==> src/rtl/uart_apb_regif_if.sv <==
// APB3 bus bundle between the interconnect (master) and the UART register front-end (slave).
interface uart_apb_regif_if #(
    parameter int ADDR_WIDTH = 5
);
    logic                  psel;
    logic                  penable;
    logic                  pwrite;
    logic [ADDR_WIDTH-1:0] paddr;
    logic [31:0]           pwdata;
    logic [31:0]           prdata;
    logic                  pready;
    logic                  pslverr;

    modport master (
        output psel, penable, pwrite, paddr, pwdata,
        input  prdata, pready, pslverr
    );

    modport slave (
        input  psel, penable, pwrite, paddr, pwdata,
        output prdata, pready, pslverr
    );
endinterface

==> src/rtl/uart_apb_regif.sv <==
// APB3 register front-end for the UART core: CTRL/STATUS/TXDATA/RXDATA map, TX-full wait states, RX pop sequencing.
// Optional interrupt block (IRQ_EN/IRQ_STAT, irq output) is built only when UART_APB_IRQ_EN is defined.
module uart_apb_regif #(
    parameter int ADDR_WIDTH      = 5,
    parameter int TX_WAIT_TIMEOUT = 255
) (
    input  logic                clk,
    input  logic                rstn,
    uart_apb_regif_if.slave     apb,
    output logic [5:0]          uart_ctrl_reg,
    output logic                uart_wren,
    output logic [7:0]          uart_tx_data,
    output logic                uart_rden,
    input  logic [7:0]          uart_rx_data,
    input  logic [7:0]          uart_status,
    output logic                irq
);

    localparam int CNT_REQ_W = $clog2(TX_WAIT_TIMEOUT + 1);
    localparam int CNT_W     = (CNT_REQ_W > 8) ? CNT_REQ_W : 8;
    localparam logic [CNT_W-1:0] CNT_MAX = CNT_W'(TX_WAIT_TIMEOUT);

    localparam logic [2:0] REG_CTRL     = 3'd0;
    localparam logic [2:0] REG_STATUS   = 3'd1;
    localparam logic [2:0] REG_TXDATA   = 3'd2;
    localparam logic [2:0] REG_RXDATA   = 3'd3;
    localparam logic [2:0] REG_IRQ_EN   = 3'd4;
    localparam logic [2:0] REG_IRQ_STAT = 3'd5;

    typedef enum logic [2:0] {
        ST_IDLE    = 3'd0,
        ST_ACCESS  = 3'd1,
        ST_TX_WAIT = 3'd2,
        ST_RX_POP  = 3'd3,
        ST_RX_CAP  = 3'd4
    } state_e;

    state_e              state_q, state_d;
    logic [CNT_W-1:0]    cnt_q, cnt_d;
    logic [5:0]          ctrl_q, ctrl_d;
    logic [7:0]          rx_q, rx_d;

    logic [ADDR_WIDTH-1:0] paddr_s;
    logic [2:0]          reg_sel_s;
    logic                setup_s;
    logic                access_s;
    logic                tx_full_s;
    logic                rx_empty_s;
    logic [31:0]         prdata_s;
    logic                pready_s;
    logic                pslverr_s;
    logic                wren_s;
    logic                rden_s;
    logic                unused_s;

    assign paddr_s    = apb.paddr;
    assign reg_sel_s  = paddr_s[4:2];
    assign setup_s    = apb.psel & ~apb.penable;
    assign access_s   = apb.psel & apb.penable;
    assign tx_full_s  = uart_status[0];
    assign rx_empty_s = uart_status[4];
    assign unused_s   = ^{paddr_s[1:0], apb.pwdata[31:8]};

`ifdef UART_APB_IRQ_EN
    logic [1:0] irq_en_q, irq_en_d;
    logic [1:0] irq_stat_q, irq_stat_d;
    logic [1:0] irq_clr_s;
    logic [1:0] irq_set_s;
    logic       rx_empty_prev_q;
    logic       tx_empty_prev_q;
    logic       irq_q;
`endif

    // Bus response and next-state decode; responses follow the access-phase inputs in the same cycle
    always_comb begin
        state_d   = state_q;
        cnt_d     = cnt_q;
        ctrl_d    = ctrl_q;
        rx_d      = rx_q;
        prdata_s  = 32'h0000_0000;
        pready_s  = 1'b0;
        pslverr_s = 1'b0;
        wren_s    = 1'b0;
        rden_s    = 1'b0;
`ifdef UART_APB_IRQ_EN
        irq_en_d  = irq_en_q;
        irq_clr_s = 2'b00;
`endif
        case (state_q)
            ST_IDLE: begin
                if (setup_s) begin
                    state_d = ST_ACCESS;
                end else begin
                    state_d = ST_IDLE;
                end
            end
            ST_ACCESS: begin
                state_d = ST_IDLE;
                if (access_s) begin
                    pready_s = 1'b1;
                    case (reg_sel_s)
                        REG_CTRL: begin
                            if (apb.pwrite) begin
                                ctrl_d = apb.pwdata[5:0];
                            end else begin
                                prdata_s = {26'h0, ctrl_q};
                            end
                        end
                        REG_STATUS: begin
                            if (apb.pwrite) begin
                                prdata_s = 32'h0000_0000;
                            end else begin
                                prdata_s = {24'h0, uart_status};
                            end
                        end
                        REG_TXDATA: begin
                            if (!apb.pwrite) begin
                                prdata_s = 32'h0000_0000;
                            end else if (!tx_full_s) begin
                                wren_s = 1'b1;
                            end else begin
                                pready_s = 1'b0;
                                cnt_d    = {CNT_W{1'b0}};
                                state_d  = ST_TX_WAIT;
                            end
                        end
                        REG_RXDATA: begin
                            if (apb.pwrite) begin
                                prdata_s = 32'h0000_0000;
                            end else if (rx_empty_s) begin
                                pslverr_s = 1'b1;
                            end else begin
                                pready_s = 1'b0;
                                rden_s   = 1'b1;
                                state_d  = ST_RX_POP;
                            end
                        end
`ifdef UART_APB_IRQ_EN
                        REG_IRQ_EN: begin
                            if (apb.pwrite) begin
                                irq_en_d = apb.pwdata[1:0];
                            end else begin
                                prdata_s = {30'h0, irq_en_q};
                            end
                        end
                        REG_IRQ_STAT: begin
                            if (apb.pwrite) begin
                                irq_clr_s = apb.pwdata[1:0];
                            end else begin
                                prdata_s = {30'h0, irq_stat_q};
                            end
                        end
`endif
                        default: begin
                            prdata_s = 32'h0000_0000;
                        end
                    endcase
                end else begin
                    pready_s = 1'b0;
                end
            end
            ST_TX_WAIT: begin
                if (!apb.psel) begin
                    state_d = ST_IDLE;
                end else if (!tx_full_s) begin
                    wren_s   = 1'b1;
                    pready_s = 1'b1;
                    state_d  = ST_IDLE;
                end else if (cnt_q == CNT_MAX) begin
                    // Timed out: the byte is dropped and the master sees an error
                    pready_s  = 1'b1;
                    pslverr_s = 1'b1;
                    state_d   = ST_IDLE;
                end else if (cnt_q != {CNT_W{1'b1}}) begin
                    cnt_d = cnt_q + CNT_W'(1);
                end else begin
                    cnt_d = cnt_q;
                end
            end
            ST_RX_POP: begin
                // FIFO output is valid the cycle after the pop; hold it for the response cycle
                rx_d = uart_rx_data;
                if (apb.psel) begin
                    state_d = ST_RX_CAP;
                end else begin
                    state_d = ST_IDLE;
                end
            end
            ST_RX_CAP: begin
                state_d = ST_IDLE;
                if (apb.psel) begin
                    pready_s = 1'b1;
                    prdata_s = {24'h0, rx_q};
                end else begin
                    pready_s = 1'b0;
                end
            end
            default: begin
                state_d = ST_IDLE;
            end
        endcase
    end

    // Sequencer state, wait counter, control register and captured RX byte
    always_ff @(posedge clk or negedge rstn) begin
        if (!rstn) begin
            state_q <= ST_IDLE;
            cnt_q   <= {CNT_W{1'b0}};
            ctrl_q  <= 6'h00;
            rx_q    <= 8'h00;
        end else begin
            state_q <= state_d;
            cnt_q   <= cnt_d;
            ctrl_q  <= ctrl_d;
            rx_q    <= rx_d;
        end
    end

`ifdef UART_APB_IRQ_EN
    assign irq_set_s  = {~tx_empty_prev_q & uart_status[1], rx_empty_prev_q & ~uart_status[4]};
    assign irq_stat_d = (irq_stat_q & ~irq_clr_s) | irq_set_s;

    // Interrupt edge detection, sticky status with set-over-clear, and registered irq level
    always_ff @(posedge clk or negedge rstn) begin
        if (!rstn) begin
            irq_en_q        <= 2'b00;
            irq_stat_q      <= 2'b00;
            rx_empty_prev_q <= 1'b1;
            tx_empty_prev_q <= 1'b1;
            irq_q           <= 1'b0;
        end else begin
            irq_en_q        <= irq_en_d;
            irq_stat_q      <= irq_stat_d;
            rx_empty_prev_q <= uart_status[4];
            tx_empty_prev_q <= uart_status[1];
            irq_q           <= |(irq_stat_d & irq_en_d);
        end
    end

    assign irq = irq_q;
`else
    assign irq = 1'b0;
`endif

    assign apb.prdata   = prdata_s;
    assign apb.pready   = pready_s;
    assign apb.pslverr  = pslverr_s;
    assign uart_wren    = wren_s;
    assign uart_tx_data = wren_s ? apb.pwdata[7:0] : 8'h00;
    assign uart_rden    = rden_s;
    assign uart_ctrl_reg = ctrl_q;

endmodule

==> src/flat_wrapper.sv <==
// flat-port wrapper written by rule: the top's interface ports become plain ports
module uart_apb_regif_flat 
#(
    parameter int ADDR_WIDTH      = 5,
    parameter int TX_WAIT_TIMEOUT = 255
)
  (clk, rstn, uart_ctrl_reg, uart_wren, uart_tx_data, uart_rden, uart_rx_data, uart_status, irq, apb_psel, apb_penable, apb_pwrite, apb_paddr, apb_pwdata, apb_prdata, apb_pready, apb_pslverr);
  uart_apb_regif_if #(.ADDR_WIDTH(ADDR_WIDTH)) apb_i ();
  input  logic clk;
  input  logic rstn;
  output logic [5:0] uart_ctrl_reg;
  output logic uart_wren;
  output logic [7:0] uart_tx_data;
  output logic uart_rden;
  input  logic [7:0] uart_rx_data;
  input  logic [7:0] uart_status;
  output logic irq;
  input wire logic [$bits(apb_i.psel)-1:0] apb_psel;
  input wire logic [$bits(apb_i.penable)-1:0] apb_penable;
  input wire logic [$bits(apb_i.pwrite)-1:0] apb_pwrite;
  input wire logic [$bits(apb_i.paddr)-1:0] apb_paddr;
  input wire logic [$bits(apb_i.pwdata)-1:0] apb_pwdata;
  output wire logic [$bits(apb_i.prdata)-1:0] apb_prdata;
  output wire logic [$bits(apb_i.pready)-1:0] apb_pready;
  output wire logic [$bits(apb_i.pslverr)-1:0] apb_pslverr;
  assign apb_i.psel = apb_psel;
  assign apb_i.penable = apb_penable;
  assign apb_i.pwrite = apb_pwrite;
  assign apb_i.paddr = apb_paddr;
  assign apb_i.pwdata = apb_pwdata;
  assign apb_prdata = apb_i.prdata;
  assign apb_pready = apb_i.pready;
  assign apb_pslverr = apb_i.pslverr;
  uart_apb_regif #(.ADDR_WIDTH(ADDR_WIDTH), .TX_WAIT_TIMEOUT(TX_WAIT_TIMEOUT)) u_core (.clk(clk), .rstn(rstn), .apb(apb_i), .uart_ctrl_reg(uart_ctrl_reg), .uart_wren(uart_wren), .uart_tx_data(uart_tx_data), .uart_rden(uart_rden), .uart_rx_data(uart_rx_data), .uart_status(uart_status), .irq(irq));
endmodule
==> config.mk <==
export PLATFORM = sky130hd
export DESIGN_NAME = uart_apb_regif_flat
export DESIGN_NICKNAME = d
export VERILOG_FILES = /design/src/rtl/uart_apb_regif_if.sv /design/src/rtl/uart_apb_regif.sv /design/src/flat_wrapper.sv
export SDC_FILE = /design/constraint.sdc
export NUM_CORES = 1
export LEC_CHECK = 0
export ABC_AREA = 0
export BUFFER_PORTS_ARGS = -buffer_cell sky130_fd_sc_hd__clkbuf_2
export CORE_AREA = 3 3 80 82
export DETAILED_ROUTE_END_ITERATION = 8
export DIE_AREA = 0 0 83 85
export GPL_ROUTABILITY_DRIVEN = 1
export GPL_TIMING_DRIVEN = 0
export HOLD_SLACK_MARGIN = 0.06
export MAX_ROUTING_LAYER = met4
export SLEW_MARGIN = 15
export SYNTH_ARGS = -nofsm -noshare
export SYNTH_HDL_FRONTEND = slang
export SYNTH_SLANG_ARGS = --single-unit
==> constraint.sdc <==
create_clock -name clk -period 2.1 [get_ports clk]
set_input_delay 0.105 -clock clk [delete_from_list [all_inputs] [get_ports clk]]
set_output_delay 0.105 -clock clk [all_outputs]
set_load 0.1 [all_outputs]
======== Yosys cells after proc, flatten, opt, wreduce, memory -nomap -nowiden ========
Cells that the tools add are included.
operators by class
  add/sub/neg operators ................... 1
  equality and inequality tests ........... 18
  muxes and demuxes ....................... 55
  bitwise gates (word level) .............. 3
  reductions and logical operators ........ 5
operators by type and width
  operator                                                                 count
  32-bit case mux with 2 select lines                                      2
  8-bit two-way mux                                                        11
  32-bit two-way mux                                                       1
  1-bit two-way mux                                                        24
  3-bit two-way mux                                                        7
  8-bit case mux with 2 select lines                                       1
  3-bit by 2-bit == test with 1-bit output, second input constant          4
  2-bit inequality test, second input constant                             6
  3-bit case mux with 4 select lines                                       1
  9-bit AND reduction                                                      1
  8-bit by 1-bit adder with 8-bit output, second input constant            1
  8-bit == test, second input constant                                     1
  8-bit inequality test, second input constant                             1
  3-bit by 1-bit == test with 1-bit output, second input constant          2
  3-bit logical NOT                                                        2
  6-bit two-way mux                                                        1
  1-bit case mux with 2 select lines                                       3
  3-bit case mux with 2 select lines                                       1
  2-bit two-way mux                                                        2
  2-bit by 1-bit inequality test with 1-bit output, second input constant  2
  4-bit by 3-bit inequality test with 1-bit output, second input constant  1
  4-bit AND reduction                                                      1
  3-bit == test, second input constant                                     1
  1-bit case mux with 3 select lines                                       1
  other kinds (3)                                                          4
word-level totals
  flip-flop bits (word level) ............. 25
  input bits .............................. 58
  output and inout bits ................... 51
  word-level logic and storage cells ...... 86

======== Logic depth before layout (Yosys ltp) ========
  word-level depth ........................ 6
  gate-level depth with buffers ........... 5

======== Worst setup path after synthesis ========
Ideal clock, no wire load.
  path type ............................... reg2out
  start ................................... register u_core.state_q[0]
  end ..................................... output uart_tx_data[0]
  data arrival time ....................... 2.819 ns
  slack ................................... -0.824 ns
  stages on the path, launching flop included .. 6
  path buffers ............................ 1
  cell sequence ........................... dfrtp_1 > buf_2 > nor3b_1 > nand2_1 > a21oi_2 > and2_1
between the ends
  cells in the longest elaborated chain, start to end .. 3
ends and longest elaborated chain
  item                                                                                                         RTL line               source
  from (decl)                                                                                                  uart_apb_regif.sv:38   state_e state_q, state_d;
  from (signal assigned)                                                                                       uart_apb_regif.sv:212  state_q <= state_d;
  3-bit by 2-bit == test with 1-bit output / 3-bit by 1-bit == test with 1-bit output (equally long branches)  uart_apb_regif.sv:89   case (state_q)
  1-bit case mux with 2 select lines *                                                                         uart_apb_regif.sv:89
  net uart_wren                                                                                                flat_wrapper.sv:12     output logic uart_wren;
  8-bit two-way mux *                                                                                          uart_apb_regif.sv:249  assign uart_tx_data = wren_s ? apb.pwdata[7:0] : 8'h00;
  to (decl)                                                                                                    flat_wrapper.sv:13     output logic [7:0] uart_tx_data;
The timed path passes the listed nets; every way through them passes the cells marked *.

======== Final worst setup path ========
  start ................................... register u_core.state_q[2]
  end ..................................... output apb_prdata[4]
between the ends
  cells in the longest elaborated chain, start to end .. 2
ends and longest elaborated chain
  item                                                                              RTL line              source
  3-bit == test / 3-bit by 1-bit == test with 1-bit output (equally long branches)  uart_apb_regif.sv:89
  32-bit case mux with 2 select lines *                                             uart_apb_regif.sv:89
  to (decl)                                                                         flat_wrapper.sv:23    output wire logic [$bits(apb_i.prdata)-1:0] apb_prdata;
Mark *: on every way between the ends. The rest lies on a longest branch, timed or not.

==> key figures <==
Global routing
  • First-pass GRT wire length: 7.66 mm
  • Number of global-route vias before repair: roughly 1600
  • Total GRT Usage: 0.136
  • Met1 usage: 0.172
  • Gr busiest metal: met2
  • GR met2 Demand/Resource: 0.230
  • Initial antenna violation count: 0
  • Grt ovf: 0
  • Largest net degree at the start of global routing: 26
  • GRT met3 Usage: 0.0204

STA
  • Setup WS post-layout: -0.0412 ns
  • RSZ-0062 raised after global routing: yes
  • Setup Skew: 0.00259 ns
  • Slew Limit Fails: 0
  • Final Hold Fails: 0
  • Worst slew margin: 0.572
  • Hold_ws: 0.0580 ns
  • Endpoints failing setup: 7
  • Fmax: around 470 MHz
  • Final Cycle Share: 1.02
  • Final min period: 2.14 ns
  • Worst-Margin Slew: between 0.6 and 0.7 ns
  • Setup_tns: -0.205 ns

Layout
  • # fillers: 580
  • Most common cell after layout, fill and taps aside: clkbuf_2
  • # diodes: 0
  • FF/Latch Area: approximately 630 um2
  • Final core occ: 0.456
  • Area of the multi-input gates: 0.00106 mm2
  • Most frequent cells in the layout: clkbuf_2, buf_4, conb_1
  • Layout cell share with drive strength beyond 1: 0.524
  • Nets: between 300 and 400
  • P&R area growth vs syn: 55.5%

Worst setup path
  • Slowest-stage cell, CP: or4_4
  • Worst reg2reg path depth: 5
  • CP Max Fanout: 6
  • CP Cell Sequence: and4bb_2 > nand2_2 > or4_4 > o21ai_2 > clkbuf_16
  • Crit start category: register
  • WP depth: 5
  • R2r setup slk: 0.37 ns
  • Top delay family on crit path: simple AND/OR/NAND/NOR gates
  • WS Path Type: reg2out
  • Critical Path AT: a little over 2 ns
  • WP buf/inv: 1
  • Worst endpoint required time: 2.00 ns
  • Critical Path Max Stage Delay: slightly above 0.5 ns
  • Reg-to-reg startpoint: u_core.cnt_q[0]$_DFFE_PN0P_
  • CP Capture Type: primary output
  • Reg-to-Reg End: u_core.cnt_q[6]$_DFFE_PN0P_

Detailed routing
  • Routed vias: approximately 1600
  • # DRC: 0
  • TritonRoute pass-1 iters: 4
  • Wire length per cell: between 10 and 15 um
  • DRT iter0 DRCs: 64
  • Final ANT Viol Nets: 0
  • Final WL: around 4.7 mm
  • Via density: between 4 and 5

Floorplan
  • DIE AREA: slightly above 0.007 mm2
  • Total core area: around 0.0058 mm2
  • Initial core utilization: 0.293
  • # rows: 28
  • Die Ht: 85 um
  • Ports: 109
  • Die width: between 80 and 90 um

Logic synthesis
  • Yosys reg bits: 25
  • Cells after Synth: 177
  • Unique cell type count in the Yosys netlist: 38
  • Ys Warns: 0
  • Register area share after synthesis: 0.367
  • Synth Cell Area: about 0.0017 mm2
  • EDFF count, synth: 0
  • Most used DFF post-synth: dfrtp_1
  • Syn_area_per_cell: approximately 9.6 um2
  • Post-synth ARST share: 1.00

Status
  • Failing checks: setup timing
  • Status: finished with violations

CTS
  • CTS Sinks: 25
  • Clk Latency, worst-skew pair: about 0.27 ns
  • Root Buffer: clkbuf_8
  • H-tree levels: 1
  • CTS Buffer Depth: 2
  • Clock transition at the registers of the reported paths: about 0.09 ns
  • TritonCTS clock tree: built
  • CTS buffer count: 3

Power and ir drop
  • Leakage Power: 1.31 nW
  • Overall Power: ~0.0012 W
  • Pwr/cell area: ~470 mW/mm2
  • Peak supply drop: 0.288 mV

Hold path
  • Min-delay src: uart_rx_data[5]
  • Hold Path Depth: 2
  • Worst min path class: in2reg
  • Hold worst-path end: u_core.rx_q[5]$_DFFE_PN0N_

Placement
  • Dpl ws: -0.0597 ns
  • # port buffers: 57
  • Hpwl dp: 3.36 mm
  • Placer Congestion: 0.766

Job
  • Max Cap Viol: 0
==> metal layers <==
metal / share of wire / routed length (um)
met1: 0.44 / 2080
met2: 0.49 / 2330
met3: 0.057 / 270
met4: 0.0087 / 41
met5: 0 / 0
==> kinds of logic after synthesis <==
logic type,count (synthesis),share of synthesized area
adders and majority gates,1,0.00734
buffers and inverters,30,0.127
and+or+nand+nor,68,0.227
muxes,22,0.139
DFF,25,0.367
other,1,0.00220
AOI/OAI and AO/OA,30,0.130
==> power by group <==
part | switching [W] | total (W) | leakage, nW | internal, W
Clock | 0.000159 | 0.000295 | 0.0228 | 0.000136
Combinational | 0.000336 | 0.000433 | 0.972 | 0.0000964
Sequential | 0.0000185 | 0.000522 | 0.316 | 0.000503
Total | 0.000514 | 0.00125 | 1.31 | 0.000736
==> stage by stage <==
stage               area (um2)  std cells
global route              2650        348
CTS                       2610        346
global placement          2210        333
finish                    2650        348
floorplan                 1830        201
detailed placement        2210        333
==> timing repair <==
action,4_1_cts,5_1_grt
pin swaps,10,3
setup endpoints to repair,18,18
hold endpoints to repair,25,0
gates resized for setup,54,9
hold buffers,1,0
gates cloned,1,0
buffers inserted,8,2
==> Yosys cell counts (3+ instances only) <==
master / number / share of area
nor2b_1: 3 / 0.011
a31oi_1: 3 / 0.011
mux2_2: 14 / 0.092
mux2i_1: 8 / 0.047
nand3_1: 12 / 0.035
dfrtp_1: 25 / 0.37
nor2_1: 8 / 0.018
buf_4: 25 / 0.11
a21oi_1: 3 / 0.0088
o21ai_2: 6 / 0.031
a32o_1: 3 / 0.018
o21ai_0: 8 / 0.023
nand2_1: 15 / 0.033
and2_1: 10 / 0.037
nand4_1: 3 / 0.011
==> worst max path at each step <==
stage	from	endpoint	slack (ns)
4_1_cts	u_core.state_q[1]$_DFFE_PN0P_	apb_prdata[0]	-0.08
6_report	u_core.state_q[2]$_DFFE_PN0P_	apb_prdata[4]	-0.04
5_1_grt	u_core.state_q[2]$_DFFE_PN0P_	apb_prdata[0]	-0.11
2_1_floorplan	u_core.state_q[1]$_DFFE_PN0P_	apb_prdata[0]	-0.24
3_5_place_dp	u_core.state_q[1]$_DFFE_PN0P_	apb_prdata[7]	-0.06
3_3_place_gp	u_core.state_q[1]$_DFFE_PN0P_	apb_prdata[3]	-0.04
==> final cells by class <==
class / count / area share
Inverter: 2 / 0.00283
Timing Repair Buffer: 68 / 0.232
Buffer: 27 / 0.0769
Clock buffer: 4 / 0.0170
Tap cell: 75 / 0.0354
Multi-Input combinational cell: 147 / 0.399
Sequential cell: 25 / 0.237
Power figures use the tool's default switching activity.
